==> src/rtl/vga_timing_if.sv <==
// Signal bundle between the raster timing stage, the colour generator and the VGA pins.
// master = timing stage (drives coordinates and DAC pins), slave = colour generator.
interface vga_timing_if;
  logic [7:0]  rgb_in;
  logic [10:0] x;
  logic [10:0] y;
  logic        pixel_tick;
  logic        video_on;
  logic        frame_start;
  logic        hsync;
  logic        vsync;
  logic [2:0]  vga_r;
  logic [2:0]  vga_g;
  logic [1:0]  vga_b;

  modport master (
    input  rgb_in,
    output x, y, pixel_tick, video_on, frame_start,
    output hsync, vsync, vga_r, vga_g, vga_b
  );

  modport slave (
    output rgb_in,
    input  x, y, pixel_tick, video_on, frame_start,
    input  hsync, vsync, vga_r, vga_g, vga_b
  );
endinterface

==> src/rtl/vga_timing.sv <==
// Raster timing for a VGA display: pixel-rate clock enable, h/v counters, sync generation
// and blanked, registered colour output. Single clock domain; pixel rate is a clock enable.
module vga_timing #(
  parameter int H_DISPLAY  = 640,
  parameter int H_FRONT    = 16,
  parameter int H_SYNC     = 96,
  parameter int H_BACK     = 48,
  parameter int V_DISPLAY  = 480,
  parameter int V_FRONT    = 10,
  parameter int V_SYNC     = 2,
  parameter int V_BACK     = 33,
  parameter int CLK_DIV    = 2,
  parameter int SYNC_DELAY = 1
) (
  input logic          clk,
  input logic          reset,
  vga_timing_if.master vga
);
  localparam int H_TOTAL = H_DISPLAY + H_FRONT + H_SYNC + H_BACK;
  localparam int V_TOTAL = V_DISPLAY + V_FRONT + V_SYNC + V_BACK;
  localparam int DIV_W   = $clog2(CLK_DIV);

  localparam logic [DIV_W-1:0] DIV_LAST = DIV_W'(CLK_DIV - 1);
  localparam logic [DIV_W-1:0] DIV_PRE  = DIV_W'(CLK_DIV - 2);
  localparam logic [10:0] H_LAST   = 11'(H_TOTAL - 1);
  localparam logic [10:0] V_LAST   = 11'(V_TOTAL - 1);
  localparam logic [10:0] H_VIS    = 11'(H_DISPLAY);
  localparam logic [10:0] V_VIS    = 11'(V_DISPLAY);
  localparam logic [10:0] HS_START = 11'(H_DISPLAY + H_FRONT);
  localparam logic [10:0] HS_END   = 11'(H_DISPLAY + H_FRONT + H_SYNC);
  localparam logic [10:0] VS_START = 11'(V_DISPLAY + V_FRONT);
  localparam logic [10:0] VS_END   = 11'(V_DISPLAY + V_FRONT + V_SYNC);

  logic [DIV_W-1:0] r_div;
  logic             r_tick;
  logic             r_frame;
  logic [10:0]      r_h;
  logic [10:0]      r_v;
  logic [7:0]       r_rgb;

  logic w_hs_raw;
  logic w_vs_raw;
  logic w_video_on;
  logic w_hs_d;
  logic w_vs_d;
  logic w_vid_gate;

  assign w_hs_raw   = !((r_h >= HS_START) && (r_h < HS_END));
  assign w_vs_raw   = !((r_v >= VS_START) && (r_v < VS_END));
  assign w_video_on = (r_h < H_VIS) && (r_v < V_VIS);

  // Tick is raised one clock early so it coincides with divider == CLK_DIV-1.
  always_ff @(posedge clk) begin
    if (!reset) begin
      r_div   <= '0;
      r_tick  <= 1'b0;
      r_frame <= 1'b0;
      r_h     <= '0;
      r_v     <= '0;
      r_rgb   <= '0;
    end else begin
      r_div   <= (r_div == DIV_LAST) ? '0 : r_div + 1'b1;
      r_tick  <= (r_div == DIV_PRE);
      r_frame <= (r_div == DIV_PRE) && (r_h == H_LAST) && (r_v == V_LAST);
      if (r_tick) begin
        if (r_h == H_LAST) begin
          r_h <= '0;
          r_v <= (r_v == V_LAST) ? '0 : r_v + 1'b1;
        end else begin
          r_h <= r_h + 1'b1;
        end
        r_rgb <= w_vid_gate ? vga.rgb_in : 8'h00;
      end
    end
  end

  // The colour register is gated by the blank bit entering the last pipe stage, so
  // colour, blank and sync all leave on the same tick.
  generate
    if (SYNC_DELAY == 0) begin : g_no_delay
      assign w_hs_d     = w_hs_raw;
      assign w_vs_d     = w_vs_raw;
      assign w_vid_gate = w_video_on;
    end else begin : g_delay
      logic [SYNC_DELAY-1:0] r_hs_pipe;
      logic [SYNC_DELAY-1:0] r_vs_pipe;
      logic [SYNC_DELAY-1:0] r_vid_pipe;

      always_ff @(posedge clk) begin
        if (!reset) begin
          r_hs_pipe  <= '1;
          r_vs_pipe  <= '1;
          r_vid_pipe <= '0;
        end else if (r_tick) begin
          for (int i = SYNC_DELAY - 1; i > 0; i--) begin
            r_hs_pipe[i]  <= r_hs_pipe[i-1];
            r_vs_pipe[i]  <= r_vs_pipe[i-1];
            r_vid_pipe[i] <= r_vid_pipe[i-1];
          end
          r_hs_pipe[0]  <= w_hs_raw;
          r_vs_pipe[0]  <= w_vs_raw;
          r_vid_pipe[0] <= w_video_on;
        end
      end

      assign w_hs_d = r_hs_pipe[SYNC_DELAY-1];
      assign w_vs_d = r_vs_pipe[SYNC_DELAY-1];
      if (SYNC_DELAY == 1) begin : g_gate_raw
        assign w_vid_gate = w_video_on;
      end else begin : g_gate_pipe
        assign w_vid_gate = r_vid_pipe[SYNC_DELAY-2];
      end
    end
  endgenerate

  assign vga.x           = r_h;
  assign vga.y           = r_v;
  assign vga.pixel_tick  = r_tick;
  assign vga.frame_start = r_frame;
  assign vga.video_on    = w_video_on;
  assign vga.hsync       = w_hs_d;
  assign vga.vsync       = w_vs_d;
  assign vga.vga_r       = r_rgb[7:5];
  assign vga.vga_g       = r_rgb[4:2];
  assign vga.vga_b       = r_rgb[1:0];
endmodule
==> src/flat_wrapper.sv <==
// flat-port wrapper written by rule: the top's interface ports become plain ports
module vga_timing_flat 
#(
  parameter int H_DISPLAY  = 640,
  parameter int H_FRONT    = 16,
  parameter int H_SYNC     = 96,
  parameter int H_BACK     = 48,
  parameter int V_DISPLAY  = 480,
  parameter int V_FRONT    = 10,
  parameter int V_SYNC     = 2,
  parameter int V_BACK     = 33,
  parameter int CLK_DIV    = 2,
  parameter int SYNC_DELAY = 1
)
  (clk, reset, vga_rgb_in, vga_x, vga_y, vga_pixel_tick, vga_video_on, vga_frame_start, vga_hsync, vga_vsync, vga_vga_r, vga_vga_g, vga_vga_b);
  vga_timing_if vga_i ();
  input logic clk;
  input logic reset;
  input wire logic [$bits(vga_i.rgb_in)-1:0] vga_rgb_in;
  output wire logic [$bits(vga_i.x)-1:0] vga_x;
  output wire logic [$bits(vga_i.y)-1:0] vga_y;
  output wire logic [$bits(vga_i.pixel_tick)-1:0] vga_pixel_tick;
  output wire logic [$bits(vga_i.video_on)-1:0] vga_video_on;
  output wire logic [$bits(vga_i.frame_start)-1:0] vga_frame_start;
  output wire logic [$bits(vga_i.hsync)-1:0] vga_hsync;
  output wire logic [$bits(vga_i.vsync)-1:0] vga_vsync;
  output wire logic [$bits(vga_i.vga_r)-1:0] vga_vga_r;
  output wire logic [$bits(vga_i.vga_g)-1:0] vga_vga_g;
  output wire logic [$bits(vga_i.vga_b)-1:0] vga_vga_b;
  assign vga_i.rgb_in = vga_rgb_in;
  assign vga_x = vga_i.x;
  assign vga_y = vga_i.y;
  assign vga_pixel_tick = vga_i.pixel_tick;
  assign vga_video_on = vga_i.video_on;
  assign vga_frame_start = vga_i.frame_start;
  assign vga_hsync = vga_i.hsync;
  assign vga_vsync = vga_i.vsync;
  assign vga_vga_r = vga_i.vga_r;
  assign vga_vga_g = vga_i.vga_g;
  assign vga_vga_b = vga_i.vga_b;
  vga_timing #(.H_DISPLAY(H_DISPLAY), .H_FRONT(H_FRONT), .H_SYNC(H_SYNC), .H_BACK(H_BACK), .V_DISPLAY(V_DISPLAY), .V_FRONT(V_FRONT), .V_SYNC(V_SYNC), .V_BACK(V_BACK), .CLK_DIV(CLK_DIV), .SYNC_DELAY(SYNC_DELAY)) u_core (.clk(clk), .reset(reset), .vga(vga_i));
endmodule
==> config.mk <==
export PLATFORM = sky130hd
export DESIGN_NAME = vga_timing_flat
export DESIGN_NICKNAME = d
export VERILOG_FILES = /design/src/rtl/vga_timing_if.sv /design/src/rtl/vga_timing.sv /design/src/flat_wrapper.sv
export SDC_FILE = /design/constraint.sdc
export NUM_CORES = 1
export LEC_CHECK = 0
export CAP_MARGIN = 0
export CORE_MARGIN = 1
export CORE_UTILIZATION = 45
export DETAILED_ROUTE_END_ITERATION = 10
export PLACE_DENSITY = 0.76
export SETUP_SLACK_MARGIN = 0.2
export SYNTH_ARGS = -nofsm -noshare
export SYNTH_HDL_FRONTEND = slang
export SYNTH_SLANG_ARGS = --single-unit
export TNS_END_PERCENT = 50
==> constraint.sdc <==
create_clock -name clk -period 4.7 [get_ports clk]
set_input_delay 1.41 -clock clk [delete_from_list [all_inputs] [get_ports clk]]
set_output_delay 1.41 -clock clk [all_outputs]
set_load 0.05 [all_outputs]
# --- Word-level counts from Yosys, hierarchy flattened ---
# Index checks and enable logic that the tools add are counted.
totals:
  ff_bits: 35
  input_bits: 10
  output_inout_bits: 35
  wordCells: 33
op_classes:
  reduce_logical: 9
  bitwise: 2
  add_sub_neg: 3
  n_eq_ne: 2
  mux: 3
  n_lt_le_gt_ge: 6
op_table:
  columns: ["cell", "count"]
  rows:
  - ["adder 11 x 1 -> 11 bit, second input constant", 2]
  - ["== test 11 x 10 -> 1 bit, second input constant", 2]
  - ["less-than comparator 11 x 10 -> 1 bit, second input constant", 2]
  - ["less-than comparator 11 x 9 -> 1 bit, second input constant", 2]
  - ["2-to-1 mux 11 bit", 2]
  - [">= comparator 11 x 10 -> 1 bit, second input constant", 1]
  - [">= comparator 11 x 9 -> 1 bit, second input constant", 1]
  - ["2-to-1 mux 8 bit", 1]
  - ["logical AND 1 bit", 5]
  - ["zero test 1 bit", 2]
  - ["NOT 1 bit", 2]
  - ["AND reduction 2 bit", 1]
  - ["OR reduction 2 bit", 1]
  - ["adder 1 bit, second input constant", 1]

# --- Logic depth before layout (Yosys ltp) ---
logic_depth:
  word_depth: 3
  ltp_mapped: 6
  ltp_nobuf: 6

# --- Least setup slack after synthesis ---
# Ideal clock, no wire load.
synth_path:
  kind: "register to output"
  from: "register u_core.r_h[7] (netlist: u_core.vga.x[7])"
  to: "output vga_video_on"
  slack_ns: 1.911
  stages_incl_launch_ff: 4
  required_time_ns: 3.290
  t_arrival_ns: 1.379
  n_path_buf: 1
  path_cell_list: "dfxtp_1 -> clkbuf_1 -> o21ai_0 -> and3_1"
synth_via:
  elab_chain_len: 2
synth_lines:
  columns: ["item", "line_no", "rtl"]
  rows:
  - ["start, declared", "vga_timing.sv:37", "logic [10:0] r_h;"]
  - ["start signal, assigned", "vga_timing.sv:70", "r_h <= r_h + 1'b1;"]
  - ["less-than comparator 11 x 10 -> 1 bit", "vga_timing.sv:50", "assign w_video_on = (r_h < H_VIS) && (r_v < V_VIS);"]
  - ["logical AND 1 bit", "vga_timing.sv:50", null]
  - ["end, declared", "flat_wrapper.sv:23", "output wire logic [$bits(vga_i.video_on)-1:0] vga_video_on;"]
# Every way passes these cells.

# --- Final worst setup path ---
layout_path:
  from: "register u_core.r_h[10] (netlist: u_core.vga.x[10])"
  to: "output vga_video_on"
# The elaborated chain is that of the path after synthesis.

==> impl_metrics.env <==
export IMPL_status="finished, final reports clean"
export IMPL_synth_edf_count=0
export IMPL_fill_cells=327
export IMPL_wl_per_cell_um=13.43
export IMPL_critPathMaxFanout=5
export IMPL_clkTransAtPathRegs_ns=0.11
export IMPL_final_util=0.6399
export IMPL_tns_ns=0
export IMPL_core_um2=3363
export IMPL_slew_violations=0
export IMPL_nets=243
export IMPL_syn_to_final_growth_pct=35.86
export IMPL_yosysTopAreaCell="dfxtp_1"
export IMPL_synth_top_area_share=0.4423
export IMPL_grtUsageTotal=0.2247
export IMPL_synthCells=183
export IMPL_tightestPinTransition_ns=0.5186
export IMPL_ant_nets=0
export IMPL_syn_area_per_cell_um2=8.656
export IMPL_dr_pass1_iters=4
export IMPL_preCtsSetupSlack_ns=1.727
export IMPL_critical_path_required_ns=3.29
export IMPL_synth_ff_type="dfxtp_1"
export IMPL_post_cts_resized=0
export IMPL_yosys_cell_types_count=32
export IMPL_die_area_um2=3761
export IMPL_arrival_ns=1.93
export IMPL_rsz0062_at_grt="no"
export IMPL_max_freq_ghz=0.2994
export IMPL_clk_path_buf_depth=2
export IMPL_fin_cells=276
export IMPL_place_port_buffers=44
export IMPL_root_buffer="clkbuf_4"
export IMPL_p_leak_uw=0.0007691
export IMPL_synth_seq_cells=35
export IMPL_cts_buffers=5
export IMPL_grt_overflow=0
export IMPL_num_vias=1474
export IMPL_p_per_area_nw_per_um2=282.3
export IMPL_netlist_area_um2=1584
export IMPL_cp_start_kind="register"
export IMPL_yosysWarnings=0
export IMPL_ys_async_sr_fraction=0
export IMPL_io_pins=45
export IMPL_setup_violations=0
export IMPL_die_h_um=61.33
export IMPL_cts_setup_buffers=0
export IMPL_antenna_found_initial=0
export IMPL_worstSetupPathType="register to output pin"
export IMPL_worstSetupEndpointType="output pin"
export IMPL_min_period_ns=3.340
export IMPL_drv_cap=0
export IMPL_setup_slack_ns=1.360
export IMPL_htreeDepth=2
export IMPL_post_route_drc_count=0
export IMPL_grt_pass1_wl_um=6058
export IMPL_diodes=0
export IMPL_routed_wl_um=3708
export IMPL_die_x_um=61.33
export IMPL_final_hold_violation_count=0
export IMPL_routed_via_density=5.341
export IMPL_grt_start_max_net_pins=22
export IMPL_gp_congestion=0.8347
export IMPL_cts_sinks=35
export IMPL_rows=21
export IMPL_clk_latency_ns=0.34
export IMPL_hold_buffers=0
export IMPL_dp_cells=268
export IMPL_dp_hpwl_um=2543
export IMPL_ys_top_cells_by_area="dfxtp_1, nor2_1, a21oi_1, xor2_1, nand4_1"
export IMPL_drt_iter0_markers=77
export IMPL_relSlewSlack=0.6532
export IMPL_clock_skew_ns=0.01325
export IMPL_start_util=0.4710
export IMPL_syn_nets=197
export IMPL_synth_seq_area_share=0.4423
export IMPL_vdd_drop_max_mv=0.2327
export IMPL_grt_pass1_vias=1321
export IMPL_cts_tree="yes"
export IMPL_finalCritPeriodShare=0.7106
export IMPL_layout_drive_gt1_share=0.06087
export IMPL_hold_class="register to register"
[through the flow]
step / area (um^2) / hold WS, ns / total power (uW)
after floorplan: 1584 / 0.4137 / 356.9
after global placement: 2066 / 0.4283 / 382.7
after detailed placement: 2066 / 0.4345 / 383.5
after CTS: 2152 / 0.4510 / 613.0
after global routing: 2152 / 0.4792 / 638.1
final: 2152 / 0.4527 / 607.4
[state kept, by name, indices dropped and copies added (netlist names)]
| signal | cells |
|---|---|
| u_core.r_rgb | 8 |
| u_core.vga.vsync | 1 |
| u_core.r_div | 1 |
| u_core.vga.pixel_tick | 1 |
| u_core.vga.frame_start | 1 |
| u_core.vga.y | 11 |
| u_core.vga.hsync | 1 |
| u_core.vga.x | 11 |
[placed cells by master, fill, tap and decap left out, types with 2 or more instances in the layout]
master and instances:
inv_1 7, and4_1 5, nand4_1 9, clkdlybuf4s50_1 44, xor2_1 8, nor3_1 2, nand2_1 8, dfxtp_1 35
and3_1 4, nand3_1 8, a21oi_1 17, ha_1 4, xnor2_1 4, or3_1 7, o21ai_0 9, clkbuf_4 5
nor2_1 24, nor2b_1 8, nor4_1 3, nand2b_1 2, and4_2 2
[power by group]
part	switching, uW	internal [uW]
Combinational	41.7	25.6
Clock	105	126
Sequential	5.70	304
Total	152	455
[synthesized netlist by cell type (2+ instances only)]
cell type  count
o21ai_0        9
nand3_1        8
nor4_1         3
dfxtp_1       35
nand4_1        9
or3_1          7
clkbuf_1       5
and4_1         5
inv_1          7
nor2_1        24
ha_1           4
nor3_1         2
nand2b_1       2
xor2_1         8
xnor2_1        4
and3_1         4
a21oi_1       17
and4_2         2
nand2_1        8
nor2b_1        8
[routing by layer]
metal	up-vias	GRT usage	wire length, um	part of all wire
met5	-	0	0	0
li1	735	-	-	-
met2	43	0.3649	1713	0.46
met3	4	0.07773	216	0.058
met4	0	0.08254	36	0.0097
met1	692	0.2770	1741	0.47
[layout make-up]
class,instances,area [um^2],area share
tap,46,57.56,0.02674
clock buffer,6,51.30,0.02384
timing repair buffer,45,447.9,0.2081
clock inverter,2,35.03,0.01628
inverter,7,26.28,0.01221
sequential,35,700.7,0.3256
multi-input combinational,135,833.3,0.3872
[worst paths after layout]
| path | start | end | slack [ns] | cells past startpoint |
|---|---|---|---|---|
| setup reg to reg | u_core.vga.x[1] | u_core.vga.y[9] | 2.72 | 5 |
| hold reg to reg | u_core.r_div | u_core.r_div | 0.45 | 1 |
| setup / recovery | u_core.vga.x[10] | vga_video_on | 1.36 | 3 |
| hold / removal | u_core.r_div | u_core.r_div | 0.45 | 1 |
[cells by family after synthesis]
| kind of cell | Yosys count | synth area share |
|---|---|---|
| buffers and inverters | 13 | 0.03160 |
| DFF | 35 | 0.4423 |
| xor gates and xnor gates | 12 | 0.06635 |
| adders and majority gates | 4 | 0.03160 |
| AOI/OAI and AO/OA | 29 | 0.09795 |
| and+or+nand+nor | 90 | 0.3302 |
[critical path, stage by stage, from the launching register on]
cell and delay, ns:
dfxtp_1 0.40, nor3_1 0.21, and3_1 0.18, clkdlybuf4s50_1 0.80
No activity file was read; power rests on OpenSTA's default activity.
